<file path="config.mk">
export PLATFORM = sky130hd
export DESIGN_NAME = priority_grant_ctrl
export DESIGN_NICKNAME = d
export VERILOG_FILES = /design/src/rtl/priority_grant_ctrl.sv
export SDC_FILE = /design/constraint.sdc
export NUM_CORES = 1
export LEC_CHECK = 0
export CAP_MARGIN = 20
export CORE_MARGIN = 5
export CORE_UTILIZATION = 49
export DETAILED_ROUTE_END_ITERATION = 10
export PLACE_DENSITY = 0.85
export SLEW_MARGIN = 40
export SYNTH_ARGS = -nofsm -noshare
export SYNTH_HDL_FRONTEND = slang
export SYNTH_SLANG_ARGS = --single-unit
export TNS_END_PERCENT = 50
</file>
<file path="constraint.sdc">
create_clock -name clk -period 2 [get_ports clk]
set_input_delay 0.3 -clock clk [delete_from_list [all_inputs] [get_ports clk]]
set_output_delay 0.3 -clock clk [all_outputs]
set_load 0.005 [all_outputs]
</file>
<file path="src/rtl/priority_grant_ctrl.sv">
// One-hot grant controller behind the 4-input priority encoder: capture, hold, guard.
// Optional per-channel grant statistics are enabled with `define GRANT_STATS_EN.
module priority_grant_ctrl #(
    parameter int TIMEOUT = 8,
    parameter int CNT_W   = 8
) (
    input  logic       clk,
    input  logic       rst,
    input  logic [1:0] Y,
    input  logic       valid,
    input  logic       done,
    output logic [3:0] grant,
    output logic       busy,
    output logic       timeout,
    output logic [1:0] owner
`ifdef GRANT_STATS_EN
    ,
    output logic [15:0] stat_cnt,
    output logic [3:0]  stat_to
`endif
);

    // state  | meaning
    // IDLE   | waiting for valid; captures Y into owner
    // GRANT  | owner holds the grant; hold counter runs
    // GUARD  | one-cycle gap after release; inputs ignored
    typedef enum logic [1:0] {
        ST_IDLE  = 2'd0,
        ST_GRANT = 2'd1,
        ST_GUARD = 2'd2
    } state_t;

    localparam logic [CNT_W-1:0] CNT_LAST = CNT_W'(TIMEOUT - 1);

    state_t             state_q, state_d;
    logic [CNT_W-1:0]   cnt_q, cnt_d;
    logic [1:0]         owner_q, owner_d;
    logic               to_exit_q, to_exit_d;
    logic [3:0]         grant_q, grant_d;
    logic               busy_q, busy_d;
    logic               timeout_q, timeout_d;
    logic               capture;

    always_comb begin
        state_d   = state_q;
        cnt_d     = cnt_q;
        owner_d   = owner_q;
        to_exit_d = 1'b0;
        capture   = 1'b0;

        // Outputs are a registered image of the current state, one cycle behind it.
        grant_d   = (state_q == ST_GRANT) ? (4'b0001 << owner_q) : 4'b0000;
        busy_d    = (state_q != ST_IDLE);
        timeout_d = (state_q == ST_GUARD) && to_exit_q;

        unique case (state_q)
            ST_IDLE: begin
                if (valid) begin
                    state_d = ST_GRANT;
                    owner_d = Y;
                    cnt_d   = '0;
                    capture = 1'b1;
                end
            end
            ST_GRANT: begin
                if (done) begin
                    state_d = ST_GUARD;
                end else if (cnt_q == CNT_LAST) begin
                    state_d   = ST_GUARD;
                    to_exit_d = 1'b1;
                end else begin
                    cnt_d = cnt_q + 1'b1;
                end
            end
            ST_GUARD: begin
                state_d = ST_IDLE;
            end
            default: begin
                state_d = ST_IDLE;
            end
        endcase
    end

    always_ff @(posedge clk) begin
        if (rst) begin
            state_q   <= ST_IDLE;
            cnt_q     <= '0;
            owner_q   <= 2'b00;
            to_exit_q <= 1'b0;
            grant_q   <= 4'b0000;
            busy_q    <= 1'b0;
            timeout_q <= 1'b0;
        end else begin
            state_q   <= state_d;
            cnt_q     <= cnt_d;
            owner_q   <= owner_d;
            to_exit_q <= to_exit_d;
            grant_q   <= grant_d;
            busy_q    <= busy_d;
            timeout_q <= timeout_d;
        end
    end

    assign grant   = grant_q;
    assign busy    = busy_q;
    assign timeout = timeout_q;
    assign owner   = owner_q;

`ifdef GRANT_STATS_EN
    logic [15:0] stat_cnt_q, stat_cnt_d;
    logic [3:0]  stat_to_q, stat_to_d;
    logic [3:0]  cap_lsb;
    logic [3:0]  cap_cnt;

    assign cap_lsb = {Y, 2'b00};
    assign cap_cnt = stat_cnt_q[cap_lsb +: 4];

    always_comb begin
        stat_cnt_d = stat_cnt_q;
        stat_to_d  = stat_to_q;
        if (capture && (cap_cnt != 4'hF)) begin
            stat_cnt_d[cap_lsb +: 4] = cap_cnt + 4'd1;
        end
        if (to_exit_d) begin
            stat_to_d[owner_q] = 1'b1;
        end
    end

    always_ff @(posedge clk) begin
        if (rst) begin
            stat_cnt_q <= '0;
            stat_to_q  <= '0;
        end else begin
            stat_cnt_q <= stat_cnt_d;
            stat_to_q  <= stat_to_d;
        end
    end

    assign stat_cnt = stat_cnt_q;
    assign stat_to  = stat_to_q;
`endif

endmodule

</file>
==> impl_metrics.py, run 1 <==
metrics = {
    "logic_synthesis": {
        "synth_compound_area_frac": 0.185,
        "seq_area_frac_synth": 0.476,
        "ys.warnings.count": 0,
        "synth_nets": 91,
        "synthMuxAreaShare": 0.0376,
        "syn_inst": 83,
        "synth_top_family_by_area": "simple AND/OR/NAND/NOR gates",
        "synthXorXnorAreaFrac": 0,
        "synth-edff-count": 0,
        "async_flop_share": 0,
        "synth_cell_types": 28,
        "synthAdderAreaFrac": 0.0313,
        "synthFlopType": "dfxtp_1",
        "syn_area_per_cell_um2": 9.63,
        "synth-seq-cells": 19,
        "yosys.area_share.simple": 0.261,
        "netlist_area_um2": 800,
    },
    "setup_path": {
        "r2r_setup_slack_ns": 0.29,
        "timing.rr.start": "cnt_q[0]",
        "cpMaxStageDelayCell": "dfxtp_1",
        "critical_path_buf_inv_count": 0,
        "crit_path_max_incr_delay_ns": 0.43,
        "rr_worst_depth": 5,
        "timing.rr.end": "cnt_q[3]",
        "worst-path-max-fanout": 7,
        "cp-start-kind": "register",
        "crit_chain": "ha_1 -> nor4b_2 -> and4_1 -> o21ai_2 -> a31oi_1",
        "required_ns": 2.23,
        "timing_worst_setup_path_type": "register to register",
        "cp_top_family": "simple AND/OR/NAND/NOR gates",
        "worstPathArrival_ns": 1.94,
        "cp-end-kind": "register",
    },
    "cts": {
        "postCtsHoldBufs": 0,
        "cts.sinks": 19,
        "postCtsSetupBuffers": 0,
        "cts_root_buf": "clkbuf_4",
        "clock_latency_ns": 0.30,
        "cts.path.max_buffers": 2,
        "cts_buffers": 3,
        "cts_tree": "yes",
        "clk_pin_slew_ns": 0.11,
        "htree_num_levels": 1,
        "post_cts_resized": 0,
    },
    "run": {
        "drv_cap": 0,
    },
    "route": {
        "vias": 686,
        "viasPerCell": 5.76,
        "ant_nets": 0,
        "finalWirelength_um": 1600,
        "dr.pass1.iters": 4,
        "drc": 0,
        "drtIter0Drc": 13,
        "wl_per_cell_um": 13.4,
    },
    "timing": {
        "finalClockSkew_ns": 0.00802,
        "slew_violations": 0,
        "tns_ns": 0,
        "tightest_slew_ns": 0.408,
        "post-route-period-util": 0.856,
        "fin_crit_ns": 1.71,
        "setup_viol": 0,
        "slew_headroom": 0.728,
        "hold_viol": 0,
        "max_freq_ghz": 0.584,
        "rsz0062_at_grt": "false",
    },
    "global_route": {
        "grt_start_max_net_pins": 12,
        "grt_pass1_vias": 646,
        "antenna_found_initial": 0,
        "grt_overflow_total": 0,
        "grt_pass1_wl_um": 2770,
        "globalRouteTotalUtil": 0.143,
    },
    "min_path": {
        "min_path_cells": 1,
        "hold_path_class": "register to register",
        "min_to": "cnt_q[7]",
        "hold_start": "cnt_q[7]",
    },
    "placed_design": {
        "hpwl_um": 1200,
        "place_inst": 115,
        "place_congestion": 0.790,
        "port_buffers": 13,
    },
    "pwr": {
        "p_comb_frac": 0.105,
        "swShare": 0.238,
        "power.internal_uw": 500,
        "power.share.clock": 0.291,
        "p_switching_uw": 156,
        "p_seq_frac": 0.604,
        "power_density_nw_per_um2": 657,
        "ir_worst_vdd_mv": 0.386,
        "p_leak_nw": 0.387,
    },
    "floorplanning": {
        "io-pin-count": 14,
        "num_rows": 14,
        "die_x_um": 50.4,
        "die-area_um2": 2540,
        "die_h_um": 50.4,
        "initial_core_util": 0.525,
        "coreArea_um2": 1520,
    },
    "finish": {
        "fin_nets": 112,
        "multi_input_area_um2": 412,
        "syn2layout_area_growth_pct": 25.0,
        "final_cells": 119,
        "antenna_cells": 0,
        "layout.area.seq_um2": 380,
        "final_util": 0.656,
        "layout-drive-gt1-share": 0.117,
        "fillers": 134,
    },
    "status": {
        "run_status": "complete, no violations",
    },
}
## cells by family (layout without fill, tap and decap cells)
| logic type | Yosys count | count (layout) |
|---|---|---|
| AOI/OAI and AO/OA | 20 | 20 |
| adders and majority gates | 2 | 2 |
| DFF | 19 | 19 |
| buffers and inverters | 2 | 22 |
| muxes | 3 | 3 |
| and+or+nand+nor | 37 | 37 |
## layout by cell type, fill, tap and decap left out
master / n
dfxtp_1: 19
clkdlybuf4s50_1: 13
nor2_1: 11
nand2_1: 6
a31oi_1: 6
a21oi_1: 4
nand2b_1: 3
mux2i_1: 3
and3_1: 3
o21ai_0: 3
clkbuf_4: 3
buf_4: 3
nor2b_1: 2
inv_1: 2
nand3_1: 2
a41oi_1: 2
and2_1: 2
ha_1: 2
or3b_4: 1
nor3_1: 1
nor4b_2: 1
a311oi_4: 1
and4_1: 1
or2b_1: 1
a21o_1: 1
o21ai_2: 1
or2_1: 1
nand4_1: 1
o21a_1: 1
and4bb_2: 1
o211ai_1: 1
clkinv_2: 1
## worst reg2reg max path, cell delays in order, from the launching register on
cell	delay, ns
dfxtp_1	0.43
ha_1	0.21
nor4b_2	0.37
and4_1	0.33
o21ai_2	0.14
a31oi_1	0.17
## power by group through the flow
stage	logic (mW)	clock network, mW	registers (mW)
CTS	0.0692	0.197	0.397
floorplan	0.0328	0	0.404
detailed placement	0.0687	0	0.405
finish	0.0687	0.191	0.397
global placement	0.0669	0	0.405
global route	0.0754	0.217	0.399
## cells in the mapped netlist, types with 3 or more instances
| cell type | n | area share |
|---|---|---|
| o21ai_0 | 3 | 0.019 |
| nand2b_1 | 3 | 0.023 |
| a21oi_1 | 4 | 0.025 |
| a31oi_1 | 6 | 0.047 |
| mux2i_1 | 3 | 0.038 |
| and3_1 | 3 | 0.023 |
| dfxtp_1 | 19 | 0.48 |
| nand2_1 | 6 | 0.028 |
| nor2_1 | 11 | 0.052 |
## per-layer routing
metal,up-vias,track usage,part of all wire
met5,-,0,0
met4,0,0.0851,0.017
met3,4,0.0473,0.086
met2,28,0.238,0.46
met1,308,0.155,0.44
li1,346,-,-
## through the flow
step	worst slack [ns]	cell area, um2	power [mW]	hold slack [ns]
2_1_floorplan	0.497	800	0.437	0.372
3_3_place_gp	0.174	972	0.472	0.459
3_5_place_dp	0.0947	972	0.474	0.461
4_1_cts	0.288	1000	0.663	0.478
5_1_grt	0.115	1000	0.691	0.509
6_report	0.288	1000	0.656	0.482
## area by class of cell
type | instances | area share
clock buffers | 3 | 0.0225
clock inverters | 1 | 0.00501
inverters | 2 | 0.00751
multi-input cells | 62 | 0.412
flip-flops and latches | 19 | 0.380
well taps | 16 | 0.0200
repair buffers | 16 | 0.153
## worst max-delay path by stage
stage	start	endpoint	cells after the start
3_3_place_gp	rst	cnt_q[6]	5
4_1_cts	cnt_q[0]	cnt_q[4]	5
2_1_floorplan	cnt_q[0]	cnt_q[5]	5
6_report	cnt_q[0]	cnt_q[3]	5
5_1_grt	cnt_q[0]	cnt_q[4]	5
3_5_place_dp	rst	cnt_q[6]	5
## sequential cells by signal (all words and copies together) (netlist names)
name       count
cnt_q          8
timeout        1
busy           1
owner          2
to_exit_q      1
state_q        2
grant          4
Note: power is estimated with default switching activity, not from simulation.
==> run 2, diff against run 1 <==
--- a/config.mk
+++ b/config.mk
@@ -10,7 +10,7 @@
 export CORE_UTILIZATION = 49
 export DETAILED_ROUTE_END_ITERATION = 10
 export PLACE_DENSITY = 0.85
-export SLEW_MARGIN = 40
+export SLEW_MARGIN = 15
 export SYNTH_ARGS = -nofsm -noshare
 export SYNTH_HDL_FRONTEND = slang
 export SYNTH_SLANG_ARGS = --single-unit
==> results of run 2 <==
Same layout as run 1: the final DEF is identical, and so are final timing and power.
==> run 3, diff against run 2 <==
--- a/config.mk
+++ b/config.mk
@@ -5,10 +5,12 @@
 export SDC_FILE = /design/constraint.sdc
 export NUM_CORES = 1
 export LEC_CHECK = 0
-export CAP_MARGIN = 20
+export ABC_AREA = 0
+export CAP_MARGIN = 15
 export CORE_MARGIN = 5
 export CORE_UTILIZATION = 49
 export DETAILED_ROUTE_END_ITERATION = 10
+export HOLD_SLACK_MARGIN = 0.15
 export PLACE_DENSITY = 0.85
 export SLEW_MARGIN = 15
 export SYNTH_ARGS = -nofsm -noshare
==> results of run 3 <==
Same layout as run 1: the final DEF is identical, and so are final timing and power.
